$ cat src/rtl/bpred_update_sched.sv
// bpred_update_sched
// ------------------
// Sits in front of the single-ported bpredTop prediction tables. After reset
// it sweeps every table index with a clear write, then queues execute-stage
// update requests in a small FIFO. Each cycle it decides whether the tables go
// to a fetch lookup or to the update at the FIFO head. Fetch normally wins.
// An update is forced through when the head is a mispredict, when the queue is
// full, or when the head has waited STARVE_LIMIT cycles.
//
// Handshakes (valid/ready):
//   push side : a request transfers on any cycle where execute_update_valid=1
//               and sched_full=0. While sched_full=1 the source holds its
//               request and its fields stable. The push is ignored.
//   issue side: bpred_update=1 means the head entry is consumed that cycle.
//               bpred_PC4/target/dir/miss/data/meta carry the head entry. The
//               head is popped on the same rising edge.
//
// Ports:
//   clk, reset                  clock, asynchronous active-low reset
//   execute_update_*            update request from execute (push side)
//   sched_full                  FIFO full, execute must hold
//   fetch_lookup_req            fetch wants the tables this cycle
//   soin_stall                  downstream stall, blocks update issue
//   bpred_update, bpred_*       update strobe plus head-entry fields
//   bpred_clear_we/_idx         table clear sweep write port
//   sched_fetch_stall           fetch lookup denied this cycle
//   sched_busy                  sweep in progress or FIFO non-empty
//   dbg_state                   FSM state (0 = CLEAR, 1 = RUN)
module bpred_update_sched #(
    parameter int DEPTH        = 4,
    parameter int IDX_W        = 8,
    parameter int STARVE_LIMIT = 8
) (
    input  logic             clk,
    input  logic             reset,
    input  logic             execute_update_valid,
    input  logic [31:0]      execute_update_PC4,
    input  logic [31:0]      execute_update_target,
    input  logic             execute_update_dir,
    input  logic             execute_update_miss,
    input  logic [95:0]      execute_update_data,
    input  logic [3:0]       execute_update_meta,
    output logic             sched_full,
    input  logic             fetch_lookup_req,
    input  logic             soin_stall,
    output logic             bpred_update,
    output logic [31:0]      bpred_PC4,
    output logic [31:0]      bpred_target,
    output logic             bpred_dir,
    output logic             bpred_miss,
    output logic [95:0]      bpred_data,
    output logic [3:0]       bpred_meta,
    output logic             bpred_clear_we,
    output logic [IDX_W-1:0] bpred_clear_idx,
    output logic             sched_fetch_stall,
    output logic             sched_busy,
    output logic             dbg_state
);

    localparam int PTR_W = (DEPTH > 1) ? $clog2(DEPTH) : 1;
    localparam int CNT_W = $clog2(DEPTH + 1);
    localparam int ST_W  = $clog2(STARVE_LIMIT + 1);

    localparam logic [CNT_W-1:0] CNT_FULL   = CNT_W'(DEPTH);
    localparam logic [ST_W-1:0]  STARVE_MAX = ST_W'(STARVE_LIMIT);

    typedef enum logic {
        ST_CLEAR = 1'b0,
        ST_RUN   = 1'b1
    } state_t;

    typedef struct packed {
        logic [31:0] pc4;
        logic [31:0] target;
        logic        dir;
        logic        miss;
        logic [95:0] data;
        logic [3:0]  meta;
    } entry_t;

    state_t           state, state_next;
    logic [IDX_W-1:0] clear_idx;

    entry_t           mem [DEPTH];
    logic [PTR_W-1:0] wr_ptr, rd_ptr;
    logic [CNT_W-1:0] count;
    logic [ST_W-1:0]  starve;

    entry_t           head;
    logic             head_valid;
    logic             push, pop, issue;
    logic             clear_we_int;

    assign head_valid = (count != '0);
    assign head       = mem[rd_ptr];
    assign sched_full = (count == CNT_FULL);
    assign push       = execute_update_valid && !sched_full;
    assign pop        = issue;

    // ---------------- FSM state register and sweep index ----------------
    always_ff @(posedge clk or negedge reset) begin
        if (!reset) begin
            state     <= ST_CLEAR;
            clear_idx <= '0;
        end else begin
            state <= state_next;
            // Wraps back to 0 on the last sweep cycle, so it idles at 0 in RUN.
            if (state == ST_CLEAR)
                clear_idx <= clear_idx + IDX_W'(1);
        end
    end

    // ---------------- FSM next state and arbitration ----------------
    always_comb begin
        state_next        = state;
        clear_we_int      = 1'b0;
        issue             = 1'b0;
        sched_fetch_stall = 1'b0;
        case (state)
            ST_CLEAR: begin
                clear_we_int      = 1'b1;
                sched_fetch_stall = 1'b1;
                if (clear_idx == '1)
                    state_next = ST_RUN;
            end
            ST_RUN: begin
                issue = head_valid && !soin_stall &&
                        (!fetch_lookup_req || head.miss ||
                         sched_full || (starve == STARVE_MAX));
                sched_fetch_stall = fetch_lookup_req && issue;
            end
            default: state_next = ST_CLEAR;
        endcase
    end

    // The clear write is masked while reset is held so that the table sees no
    // writes during reset. The first clear write lands on the first cycle
    // after release.
    assign bpred_clear_we  = clear_we_int && reset;
    assign bpred_clear_idx = bpred_clear_we ? clear_idx : '0;
    assign bpred_update    = issue;
    assign sched_busy      = (state == ST_CLEAR) || head_valid;
    assign dbg_state       = state;

    // ---------------- FIFO storage (data path, no reset needed) ----------------
    always_ff @(posedge clk) begin
        if (push)
            mem[wr_ptr] <= '{pc4:    execute_update_PC4,
                             target: execute_update_target,
                             dir:    execute_update_dir,
                             miss:   execute_update_miss,
                             data:   execute_update_data,
                             meta:   execute_update_meta};
    end

    // ---------------- FIFO pointers, count, starve counter ----------------
    always_ff @(posedge clk or negedge reset) begin
        if (!reset) begin
            wr_ptr <= '0;
            rd_ptr <= '0;
            count  <= '0;
            starve <= '0;
        end else begin
            // DEPTH is a power of two, so the pointers wrap naturally.
            if (push)
                wr_ptr <= wr_ptr + PTR_W'(1);
            if (pop)
                rd_ptr <= rd_ptr + PTR_W'(1);
            case ({push, pop})
                2'b10:   count <= count + CNT_W'(1);
                2'b01:   count <= count - CNT_W'(1);
                default: count <= count;
            endcase
            // The counter measures how long the current head has waited.
            // Stalled cycles and sweep cycles count as waiting too.
            if (!head_valid || issue)
                starve <= '0;
            else if (starve != STARVE_MAX)
                starve <= starve + ST_W'(1);
        end
    end

    // Head fields are zeroed when the FIFO is empty so that stale storage is never visible.
    assign bpred_PC4    = head_valid ? head.pc4    : '0;
    assign bpred_target = head_valid ? head.target : '0;
    assign bpred_dir    = head_valid ? head.dir    : 1'b0;
    assign bpred_miss   = head_valid ? head.miss   : 1'b0;
    assign bpred_data   = head_valid ? head.data   : '0;
    assign bpred_meta   = head_valid ? head.meta   : '0;

endmodule
$ cat config.mk
export PLATFORM = sky130hd
export DESIGN_NAME = bpred_update_sched
export DESIGN_NICKNAME = d
export VERILOG_FILES = /design/src/rtl/bpred_update_sched.sv
export SDC_FILE = /design/constraint.sdc
export NUM_CORES = 1
export LEC_CHECK = 0
export CAP_MARGIN = 5
export CORE_MARGIN = 4
export CORE_UTILIZATION = 25
export DETAILED_ROUTE_END_ITERATION = 7
export GPL_TIMING_DRIVEN = 1
export PLACE_DENSITY = 0.53
export REMOVE_ABC_BUFFERS = 1
export SYNTH_ARGS = -nofsm -noshare
export SYNTH_HDL_FRONTEND = slang
export SYNTH_SLANG_ARGS = --single-unit
$ cat constraint.sdc
create_clock -name clk -period 4.8 [get_ports clk]
set_input_delay 0.96 -clock clk [delete_from_list [all_inputs] [get_ports clk]]
set_output_delay 0.96 -clock clk [all_outputs]
set_load 0.05 [all_outputs]
==> qor.yml <==
worst_setup_path:
  cp_slowest_stage_delay_ps: 860
  crit_type: "reg -> out"
  reg2reg_from: "rd_ptr[0]"
  critPathMaxFanout: 37
  crit_slowest_cell: "clkdlybuf4s50_1"
  cp-end-kind: "output port"
  r2r_cells: 9
  crit_chain: "buf_12 -> buf_12 -> mux4_2 -> nor2b_1 -> clkdlybuf4s50_1"
  crit_family: "buffers and inverters"
  critPathMostFrequentCell: "buf_12"
  cp-start-kind: "register"
  arrival_ps: 3230
  worst-path-buf-inv: 3
  ff2ff_setup_slack_ps: 2030
  r2r_end: "count[2]"
  cp.required_ps: 3840
detailed_routing:
  drtIter0Drc: 623
  via_per_inst: 4.188
  avgRoutedWirePerCell_um: 20.55
  drtAntennaViolNets: 0
  routed_wl_um: 61760
  drt_pass1_iterations: 4
  drc: 0
  num_vias: 12590
synth:
  netlist_area_um2: 26100
  synth-seq-cells: 684
  ys_seq_area_frac: 0.7831
  ys_types: 33
  synth_top_area_cell: "edfxtp_1"
  syn_avg_cell_area_um2: 22.54
  synth.area.top_cells: "edfxtp_1, mux4_2, nor2b_1"
  syn_inst: 1158
  ys_warn_count: 0
  synth_top_area_share: 0.7639
clock_network:
  h-tree-depth: 3
  postCtsResizedCells: 0
  cts_buffer_depth: 3
  cts_hold_buffers: 0
  cts_tree: "built"
  post_cts.repair.setup_buffers: 0
  cts_buffers: 78
  clkTransAtPathRegs_ps: 60
  clk_latency_ps: 620
  cts.sinks: 684
  root_buffer: "clkbuf_16"
placement:
  pre_cts_ws_ps: 994.5
  dp_cells: 2862
  place_congestion: 0.6849
  post-dp-hpwl_um: 36980
  numPortBuffers: 350
sta:
  hold_viol_final: 0
  maxSlewHeadroom: 0.3394
  drv_slew: 0
  min_period_ps: 4189
  holdWs_ps: 506.3
  rsz0062_at_grt: "false"
  finalClockSkew_ps: 17.48
  setup_viol: 0
  tightest_slew_ps: 991.0
  finalCritPeriodShare: 0.8726
  setup_ws_ps: 611.3
  final.setup.tns_ps: 0
  fmax_ghz: 0.2387
final_layout:
  nFillCells: 9897
  stdcell_count: 3006
  final_common_cell: "edfxtp_1"
  area_growth_pct: 30.72
  fin_nets: 1742
  drive_gt1_frac: 0.2011
  final_cell_mix: "edfxtp_1, clkdlybuf4s50_1, nor2b_1"
die:
  die_w_um: 331.1
  row_count: 118
  core_um2: 103600
  boundaryPins: 351
  fp.dieH_um: 331.1
  design.die.area_um2: 109600
  start_util: 0.2518
flow_run:
  cap_violations: 0
global_routing:
  grt_overflow: 0
  grtUsageTotal: 0.1114
  grt_max_degree: 126
  antenna_found_initial: 13
  grt_pass1_vias: 13800
  grt_first_pass_wirelength_um: 90320
min_path:
  hold_start: "clear_idx[4]"
  holdCritPathClass: "reg -> reg"
  whs_endpoint: "clear_idx[4]"
  holdPathStages: 1
power_and_ir_drop:
  ir_worst_vdd_mv: 0.4892
  p_leak_nw: 10.68
  p_per_area_nw_per_um2: 549.3
outcome:
  outcome: "complete, no violations"
-- cells by family after synthesis --
logic type,Yosys count,share of synthesized area
compound gates,3,0.001726
xor+xnor,15,0.005033
flops,684,0.7831
fa+ha+maj,9,0.004602
buf+inv,69,0.01150
mux,171,0.1453
simple gates,207,0.04875
-- metrics by stage --
| step | utilization | total power (W) | area [um^2] |
|---|---|---|---|
| floorplan | - | 0.01127 | 25840 |
| global placement | 0.3054 | 0.01317 | 31650 |
| detailed placement | 0.3054 | 0.01328 | 31650 |
| CTS | 0.3291 | 0.01912 | 34110 |
| global route | 0.3291 | 0.01960 | 34110 |
| finish | 0.3292 | 0.01874 | 34120 |
-- cells in the mapped netlist --
master	instances
o31ai_1	1
xnor2_1	9
nor3_1	1
a41o_1	1
or3_1	1
nor2_2	1
nand2b_2	1
buf_4	2
nor3_2	1
nor2_1	7
buf_2	21
dfrtp_1	20
mux4_2	166
xor2_1	6
nor2b_1	169
o41ai_4	1
mux2i_1	2
nand3_1	3
nand2_1	6
and3_1	4
nor3b_1	1
buf_1	3
fa_1	1
and3b_1	1
mux2_2	3
clkbuf_1	32
ha_1	8
buf_6	1
and2_1	8
inv_1	10
nand2b_1	1
nand4b_1	2
edfxtp_1	664
-- registers in the layout, indices dropped and copies added (netlist names) --
signal     flops
clear_idx      8
count          3
mem          664
starve         4
wr_ptr         2
dbg_state      1
rd_ptr         2
-- worst max-delay path by stage --
stage,slack (ps),from,depth (start not counted),endpoint
after detailed placement,990,reset,4,bpred_clear_idx[4]
after floorplan,-4230,rd_ptr[0],9,count[2]
after global routing,440,rd_ptr[1],5,bpred_data[66]
after CTS,450,rd_ptr[1],5,bpred_data[66]
after global placement,1080,reset,4,bpred_clear_idx[4]
final,610,rd_ptr[1],5,bpred_data[66]
-- per-layer routing --
metal  part of all wire  GRT usage  vias up
li1                   -          -     5522
met1               0.42     0.1394     6621
met2               0.47     0.1792      316
met3              0.083    0.04381      115
met4              0.024    0.03237       14
met5             0.0017          0        -
-- power by group --
group / internal, W / switching [W] / leakage, nW
Clock: 0.00335 / 0.00238 / 1.20
Combinational: 0.00155 / 0.00338 / 3.16
Sequential: 0.00784 / 0.000230 / 6.32
Total: 0.0127 / 0.00600 / 10.7
-- final cells by class --
| class | instances | area (um^2) | share of cell area |
|---|---|---|---|
| Antenna cell | 5 | 12.51 | 0.0003667 |
| Clock buffer | 90 | 2018 | 0.05915 |
| Clock inverter | 49 | 439.2 | 0.01287 |
| Inverter | 10 | 37.54 | 0.001100 |
| Multi-Input combinational cell | 405 | 5388 | 0.1579 |
| Sequential cell | 684 | 20450 | 0.5993 |
| Tap cell | 1380 | 1727 | 0.05061 |
| Timing Repair Buffer | 383 | 4051 | 0.1187 |
No activity file was read; power rests on OpenSTA's default activity.
